## src/rtl/bcd_pkg.sv

```systemverilog
// bcd_pkg: shared types, constants and ASCII digit helpers for decimal-entry converters
package bcd_pkg;

    localparam int DIGITS = 6;
    localparam int DATA_W = 20;

    localparam logic [7:0] ASCII_ZERO = 8'h30;
    localparam logic [7:0] ASCII_NINE = 8'h39;

    typedef enum logic {
        IDLE,
        CONV
    } state_e;

    function automatic logic is_digit(input logic [7:0] c);
        return (c >= ASCII_ZERO) && (c <= ASCII_NINE);
    endfunction

    // Non-digits yield a garbage nibble; callers mask the result via the error flag.
    function automatic logic [3:0] digit_val(input logic [7:0] c);
        logic [7:0] v;
        v = c - ASCII_ZERO;
        return v[3:0];
    endfunction

endpackage

```

## src/rtl/mul10_add.sv

```systemverilog
// mul10_add: combinational Horner step, sum = acc*10 + digit, built from shifts and adds
module mul10_add #(
    parameter int DATA_W = 20
) (
    input  logic [DATA_W-1:0] acc,
    input  logic [3:0]        digit,
    output logic [DATA_W-1:0] sum
);

    assign sum = (acc << 3) + (acc << 1) + DATA_W'(digit);

endmodule

```

## src/rtl/bcd_to_bin.sv

```systemverilog
// bcd_to_bin: converts six captured ASCII decimal digits to binary, one digit per cycle
module bcd_to_bin #(
    parameter int DIGITS = 6,
    parameter int DATA_W = 20
) (
    input  logic              sys_clk,
    input  logic              sys_rst_n,
    input  logic              start,
    input  logic [7:0]        h_hun,
    input  logic [7:0]        t_tho,
    input  logic [7:0]        tho,
    input  logic [7:0]        hun,
    input  logic [7:0]        ten,
    input  logic [7:0]        unit,
    output logic [DATA_W-1:0] data,
    output logic              busy,
    output logic              done,
    output logic              err
);

    import bcd_pkg::*;

    localparam logic [2:0] LAST = 3'(DIGITS - 1);

    state_e                state_q, state_d;
    logic [2:0]            cnt_q, cnt_d;
    logic [DATA_W-1:0]     acc_q, acc_d;
    logic [4*DIGITS-1:0]   dig_q, dig_d;
    logic                  bad_q, bad_d;
    logic [DATA_W-1:0]     data_q, data_d;
    logic                  busy_q, busy_d;
    logic                  done_q, done_d;
    logic                  err_q, err_d;
    logic [DATA_W-1:0]     step;

    // Captured digits shift left each step so the current MSD is always the top nibble.
    mul10_add #(.DATA_W(DATA_W)) u_mul10_add (
        .acc   (acc_q),
        .digit (dig_q[4*DIGITS-1 -: 4]),
        .sum   (step)
    );

    // Next-state: capture on start in IDLE, one Horner step per cycle in CONV
    always_comb begin
        state_d = state_q;
        cnt_d   = cnt_q;
        acc_d   = acc_q;
        dig_d   = dig_q;
        bad_d   = bad_q;
        data_d  = data_q;
        busy_d  = busy_q;
        done_d  = 1'b0;
        err_d   = err_q;
        if (state_q == IDLE) begin
            if (start) begin
                state_d = CONV;
                cnt_d   = '0;
                acc_d   = '0;
                dig_d   = {digit_val(h_hun), digit_val(t_tho), digit_val(tho),
                           digit_val(hun), digit_val(ten), digit_val(unit)};
                bad_d   = !(is_digit(h_hun) && is_digit(t_tho) && is_digit(tho) &&
                            is_digit(hun) && is_digit(ten) && is_digit(unit));
                busy_d  = 1'b1;
            end
        end else begin
            acc_d = step;
            dig_d = dig_q << 4;
            cnt_d = cnt_q + 3'd1;
            if (cnt_q == LAST) begin
                state_d = IDLE;
                cnt_d   = '0;
                busy_d  = 1'b0;
                done_d  = 1'b1;
                data_d  = bad_q ? '0 : step;
                err_d   = bad_q;
            end
        end
    end

    // State and registered outputs, asynchronously cleared
    always_ff @(posedge sys_clk or negedge sys_rst_n) begin
        if (!sys_rst_n) begin
            state_q <= IDLE;
            cnt_q   <= '0;
            acc_q   <= '0;
            dig_q   <= '0;
            bad_q   <= 1'b0;
            data_q  <= '0;
            busy_q  <= 1'b0;
            done_q  <= 1'b0;
            err_q   <= 1'b0;
        end else begin
            state_q <= state_d;
            cnt_q   <= cnt_d;
            acc_q   <= acc_d;
            dig_q   <= dig_d;
            bad_q   <= bad_d;
            data_q  <= data_d;
            busy_q  <= busy_d;
            done_q  <= done_d;
            err_q   <= err_d;
        end
    end

    assign data = data_q;
    assign busy = busy_q;
    assign done = done_q;
    assign err  = err_q;

endmodule

```

## config.mk

```make
export PLATFORM = sky130hd
export DESIGN_NAME = bcd_to_bin
export DESIGN_NICKNAME = d
export VERILOG_FILES = /design/src/rtl/bcd_pkg.sv /design/src/rtl/mul10_add.sv /design/src/rtl/bcd_to_bin.sv
export SDC_FILE = /design/constraint.sdc
export NUM_CORES = 1
export LEC_CHECK = 0
export CORE_UTILIZATION = 50
export CTS_BUF_LIST = sky130_fd_sc_hd__clkbuf_16
export CTS_CLUSTER_DIAMETER = 200
export CTS_CLUSTER_SIZE = 28
export DETAILED_ROUTE_END_ITERATION = 10
export PLACE_DENSITY_LB_ADDON = 0.2
export SLEW_MARGIN = 25
export SYNTH_ARGS = -nofsm -noshare
export SYNTH_HDL_FRONTEND = slang
export SYNTH_HIERARCHICAL = 1
export SYNTH_SLANG_ARGS = --single-unit
```

## constraint.sdc

```tcl
create_clock -name sys_clk -period 3.39 [get_ports sys_clk]
set_clock_uncertainty 0.2 [all_clocks]
set_input_delay 0.5085 -clock sys_clk [delete_from_list [all_inputs] [get_ports sys_clk]]
set_output_delay 0.5085 -clock sys_clk [all_outputs]
set_load 0.005 [all_outputs]
```

-- After elaboration in Yosys (flattened, before gate mapping)
Index checks and enable logic that the tools add are counted.
- register bits: 71
- input bits: 51
- output and inout bits: 23
- logic and storage cells: 65
- add/sub/neg operators: 9
- order comparisons: 12
- eq/ne operators: 2
- multiplexer cells: 16
- bitwise gates (word level): 1
- reduce and logical (&&, ||, !) cells: 16
- operators with widths (operator ; number):
    8-bit by 6-bit >= comparator with 1-bit output, second input constant ; 6
    8-bit by 6-bit <= comparator with 1-bit output, second input constant ; 6
    24-bit two-way mux ; 2
    19-bit two-way mux ; 2
    4-bit by 1-bit subtractor with 4-bit output, second input constant ; 6
    20-bit adder ; 1
    20-bit by 4-bit adder with 20-bit output ; 1
    20-bit two-way mux ; 1
    1-bit logical AND ; 11
    3-bit two-way mux ; 3
    1-bit two-way mux ; 8
    2-bit AND reduction ; 3
    3-bit by 1-bit adder with 3-bit output, second input constant ; 1
    3-bit equality test, second input constant ; 1
    2-bit by 1-bit != test with 1-bit output, second input constant ; 1
    2-bit nonzero test ; 1
    1-bit logical NOT ; 1
    1-bit NOT ; 1

-- Longest topological paths before layout
- word-level depth: 8
- depth in mapped cells: 11
- gate-level depth less buffers: 11

-- Hierarchy
The synthesis kept the hierarchy.
- modules (own cells, without submodules) (module ; times used ; cells each ; area each (um^2) ; sequential area each (um^2)):
    bcd_to_bin ; 1 ; 278 ; 3021.6 ; 1801.7
    mul10_add ; 1 ; 156 ; 1201.2 ; 0.0

-- Worst setup path before layout
Ideal clock, no wire load.
- path kind: register -> register
- from: reg acc_q[0]
- to: reg acc_q[16]
- library setup time: 121 ps
- arrival: 2453 ps
- required time: 3069 ps
- path slack: 616 ps
- cell stages (with the launch flop): 10
- buffers on the path: 0
- period minus slack after synthesis: 2774 ps
- cells stage by stage: dfrtp_1 inv_1 fa_1 fa_1 and2b_4 o2111ai_2 a21boi_2 a31oi_1 xnor2_1 a22o_1
- word-level cells in the longest chain between the ends: 3
- ends and longest elaborated chain (what ; RTL line ; source):
    start: declaration ; bcd_to_bin.sv:27 ; logic [DATA_W-1:0] acc_q, acc_d;
    start signal: assignment ; bcd_to_bin.sv:85 ; acc_q <= '0;
    start signal: assignment ; bcd_to_bin.sv:95 ; acc_q <= acc_d;
    20-bit adder ; mul10_add.sv:10 ; assign sum = (acc << 3) + (acc << 1) + DATA_W'(digit);
    20-bit by 4-bit adder with 20-bit output ; mul10_add.sv:10 ;
    net step[16] ; bcd_to_bin.sv:34 ; logic [DATA_W-1:0] step;
    19-bit two-way mux ; bcd_to_bin.sv:54 ; if (state_q == IDLE) begin
The timed path passes the listed nets, and every way through them passes these cells.
A chain may end at the register's enable or synchronous reset.

-- Worst setup path in the final report
- from: reg acc_q[0]
- to: reg acc_q[18]
The elaborated chain is that of the path after synthesis.

==> impl_metrics.py <==
metrics = {
    "outcome": {
        "status": "finished with violations",
        "failed_checks": "hold timing",
    },
    "die": {
        "ioPinCount": 74,
        "die_w_um": 93.5,
        "die_footprint_sq_um": 8750,
        "effective_utilization_at_floorplan_pct": 51.2,
        "fp.dieH_um": 93.5,
        "rows": 33,
        "design.core.area_sq_um": 8180,
    },
    "timing": {
        "timing.final.max_slew_violations": 0,
        "max_freq_mhz": 335,
        "max_slew_margin_pct": 55.0,
        "portion_of_the_clock_cycle_consumed_by_the_worst_path_in_the_final_layout_pct": 87.9,
        "worst_slew_pin_slew_ns": 0.675,
        "hold_slack_ns": -0.0103,
        "fin_setup_tns_ns": 0,
        "final-hold-violation-count": 15,
        "rsz0062_at_grt": "no",
        "period_needed_ns": 2.98,
        "final-setup-viol-count": 0,
    },
    "final_layout": {
        "fin_nets": 580,
        "flow.area_growth_from_synthesis_pct": 25.6,
        "n_antenna_cell": 0,
        "fin_util_pct": 64.4,
        "final_design_area_no_fill_sq_um": 5260,
        "layout-drive-gt1-share_pct": 5.42,
        "layout_fillers": 674,
    },
    "clock_network": {
        "deepest_clock_path_buffer_count": 2,
        "post_cts_resized": 0,
        "post-cts-setup-buffer-count": 0,
        "cts.clk_slew.worst_paths_ns": 0.06,
        "worst_skew_late_latency_ns": 0.33,
        "cts_sinks": 71,
        "cts-htree-levels": 3,
        "cts_root_buf": "clkbuf_16",
        "ctsHoldBuffers": 0,
        "numCtsBuffers": 9,
        "cts_tree": "yes",
    },
    "route": {
        "met3WireLength_um": 390,
        "remaining_drc_errors": 0,
        "dr_total_vias": 3363,
        "topRoutingLayerUsed": "met4",
        "drt_first_iter_violations": 222,
        "routed_via_density": 5.58,
        "wirelength_mm": 9.74,
        "wire_per_inst_um": 16.2,
        "route.met2.wl_mm": 4.67,
        "detail-route-antenna-nets": 0,
        "length_of_the_first_detailed_routing_pass_in_iterations": 4,
        "routedLengthMet1_mm": 4.52,
    },
    "job": {
        "cap_viol_max_count": 0,
    },
    "placement": {
        "port_buffers": 73,
        "hpwl_mm": 7.06,
        "placed_area_sq_um": 4990,
        "place.gp.congestion": 0.910,
    },
    "power_and_ir_drop": {
        "power_switching_share_pct": 42.7,
        "power.static_leakage_nw": 2.36,
        "power.switching_mw": 2.46,
        "internal-power_mw": 3.30,
        "power_per_cell_area_nw_per_um2": 1090,
        "power.combinational.fraction_pct": 59.3,
        "share_clk_of_total_power_pct": 14.8,
        "seqPwrFrac_pct": 25.9,
        "vdd_drop_max_uv": 396,
    },
    "setup_path": {
        "worstPathCellList": "inv_1, fa_1, fa_1, and2b_4, o2111ai_2, a21boi_2, a211oi_1, xnor2_1, a22o_1",
        "r2r_end": "acc_q[18]$_DFFE_PN0P_",
        "cp_common_cell": "fa_1",
        "timing.rr.start": "acc_q[0]$_DFFE_PN0P_",
        "critical_path_source_type": "flip-flop",
        "ff2ff_setup_slack_ns": 0.41,
        "worst-endpoint-required_ns": 3.41,
        "maximum_fanout_along_the_worst_path": 5,
        "critical_path.n_buffers_inverters": 1,
        "r2r_cells": 9,
        "maximum_cell_stage_delay_along_the_critical_path_ns": 0.53,
        "cpLargestDelayFamily": "adder cells",
        "cp_slowest_cell": "fa_1",
        "crit_type": "flip-flop to flip-flop",
        "worstSetupPathDepth": 9,
        "worstPathArrival_ns": 3.00,
        "setup.worst_path.end_class": "flip-flop",
    },
    "synthesis": {
        "yosys_warnings": 6,
        "postSynthNetCount": 519,
        "syn-instance-count": 432,
        "synth_area_per_cell_sq_um": 9.70,
        "synth.cell_area_sq_um": 4190,
    },
    "global_routing": {
        "gr-total-overflow": 0,
        "initial_antenna_violation_count": 0,
        "overall_global_routing_usage_pct": 23.8,
        "largest_net_degree_at_the_start_of_global_routing": 49,
        "vias_in_the_first_global_route": 3250,
        "grt_first_pass_wirelength_mm": 16.0,
    },
    "hold_path": {
        "path_class_of_the_lowest_slack_min_delay_path": "primary input to asynchronous set/reset pin",
    },
}
==> worst max-delay path by stage <==
stage,start,endpoint,slack [ns]
6_report,acc_q[0]$_DFFE_PN0P_,acc_q[18]$_DFFE_PN0P_,0.41
5_1_grt,acc_q[2]$_DFFE_PN0P_,data[18]$_DFFE_PN0P_,0.16
4_1_cts,acc_q[0]$_DFFE_PN0P_,acc_q[18]$_DFFE_PN0P_,0.40
3_5_place_dp,acc_q[0]$_DFFE_PN0P_,acc_q[16]$_DFFE_PN0P_,0.44
3_3_place_gp,acc_q[0]$_DFFE_PN0P_,acc_q[16]$_DFFE_PN0P_,0.51
2_1_floorplan,acc_q[0]$_DFFE_PN0P_,acc_q[16]$_DFFE_PN0P_,0.62
==> power by group through the flow <==
stage          Combinational, mW  Clock [mW]  Sequential, mW
3_5_place_dp                3.37           0            1.50
4_1_cts                     3.41       0.865            1.49
3_3_place_gp                3.29           0            1.50
6_report                    3.41       0.850            1.49
2_1_floorplan               2.64           0            1.37
5_1_grt                     3.82       0.908            1.53
==> sequential cells by signal, summed over array words and instances (netlist names) <==
signal   count
bad_q        1
state_q      1
acc_q       19
done         1
busy         1
dig_q       24
cnt_q        3
data        20
err          1
==> placed cells by master, fill, tap and decap left out, types with 3 or more instances in the layout <==
| cell | instances |
|---|---|
| clkdlybuf4s50_1 | 72 |
| dfrtp_1 | 70 |
| nand2_1 | 58 |
| o21ai_0 | 53 |
| ha_1 | 34 |
| mux2i_1 | 27 |
| nand2b_1 | 23 |
| a22o_1 | 19 |
| nor2_1 | 17 |
| inv_1 | 14 |
| xnor2_1 | 12 |
| clkbuf_16 | 9 |
| a21oi_1 | 9 |
| a21o_1 | 7 |
| nand3_1 | 5 |
| nand4_1 | 5 |
| o21bai_1 | 4 |
| xor2_1 | 4 |
| nand4b_1 | 3 |
| nor3_1 | 3 |
| buf_4 | 3 |
| o211ai_1 | 3 |
| a31oi_1 | 3 |
==> per-stage QoR <==
step	worst slack (ns)	total power [mW]	instances
after floorplan	0.616	4.01	432
after global placement	0.507	4.79	587
after CTS	0.402	5.77	603
final	0.409	5.75	603
after global routing	0.165	6.26	603
after detailed placement	0.439	4.87	587
==> metal layers <==
layer / up-vias / track usage, %
met3: 14 / 5.53
met1: 1610 / 32.2
met4: 0 / 8.08
met5: - / 0
met2: 78 / 37.6
li1: 1661 / -
==> layout make-up <==
cell class / instances / area [sq um] / area share [%]
Multi-Input combinational cell: 320 / 2250 / 42.7
Tap cell: 105 / 131 / 2.50
Clock inverter: 7 / 41.3 / 0.785
Inverter: 13 / 48.8 / 0.927
Clock buffer: 9 / 225 / 4.28
Timing Repair Buffer: 78 / 788 / 15.0
Sequential cell: 71 / 1780 / 33.8
==> worst register-to-register path, cell delays in order (launching register included) <==
cell and delay (ns):
dfrtp_1 0.37, inv_1 0.07, fa_1 0.53, fa_1 0.46, and2b_4 0.27, o2111ai_2 0.14
a21boi_2 0.28, a211oi_1 0.15, xnor2_1 0.17, a22o_1 0.24
Power figures use the tool's default switching activity.
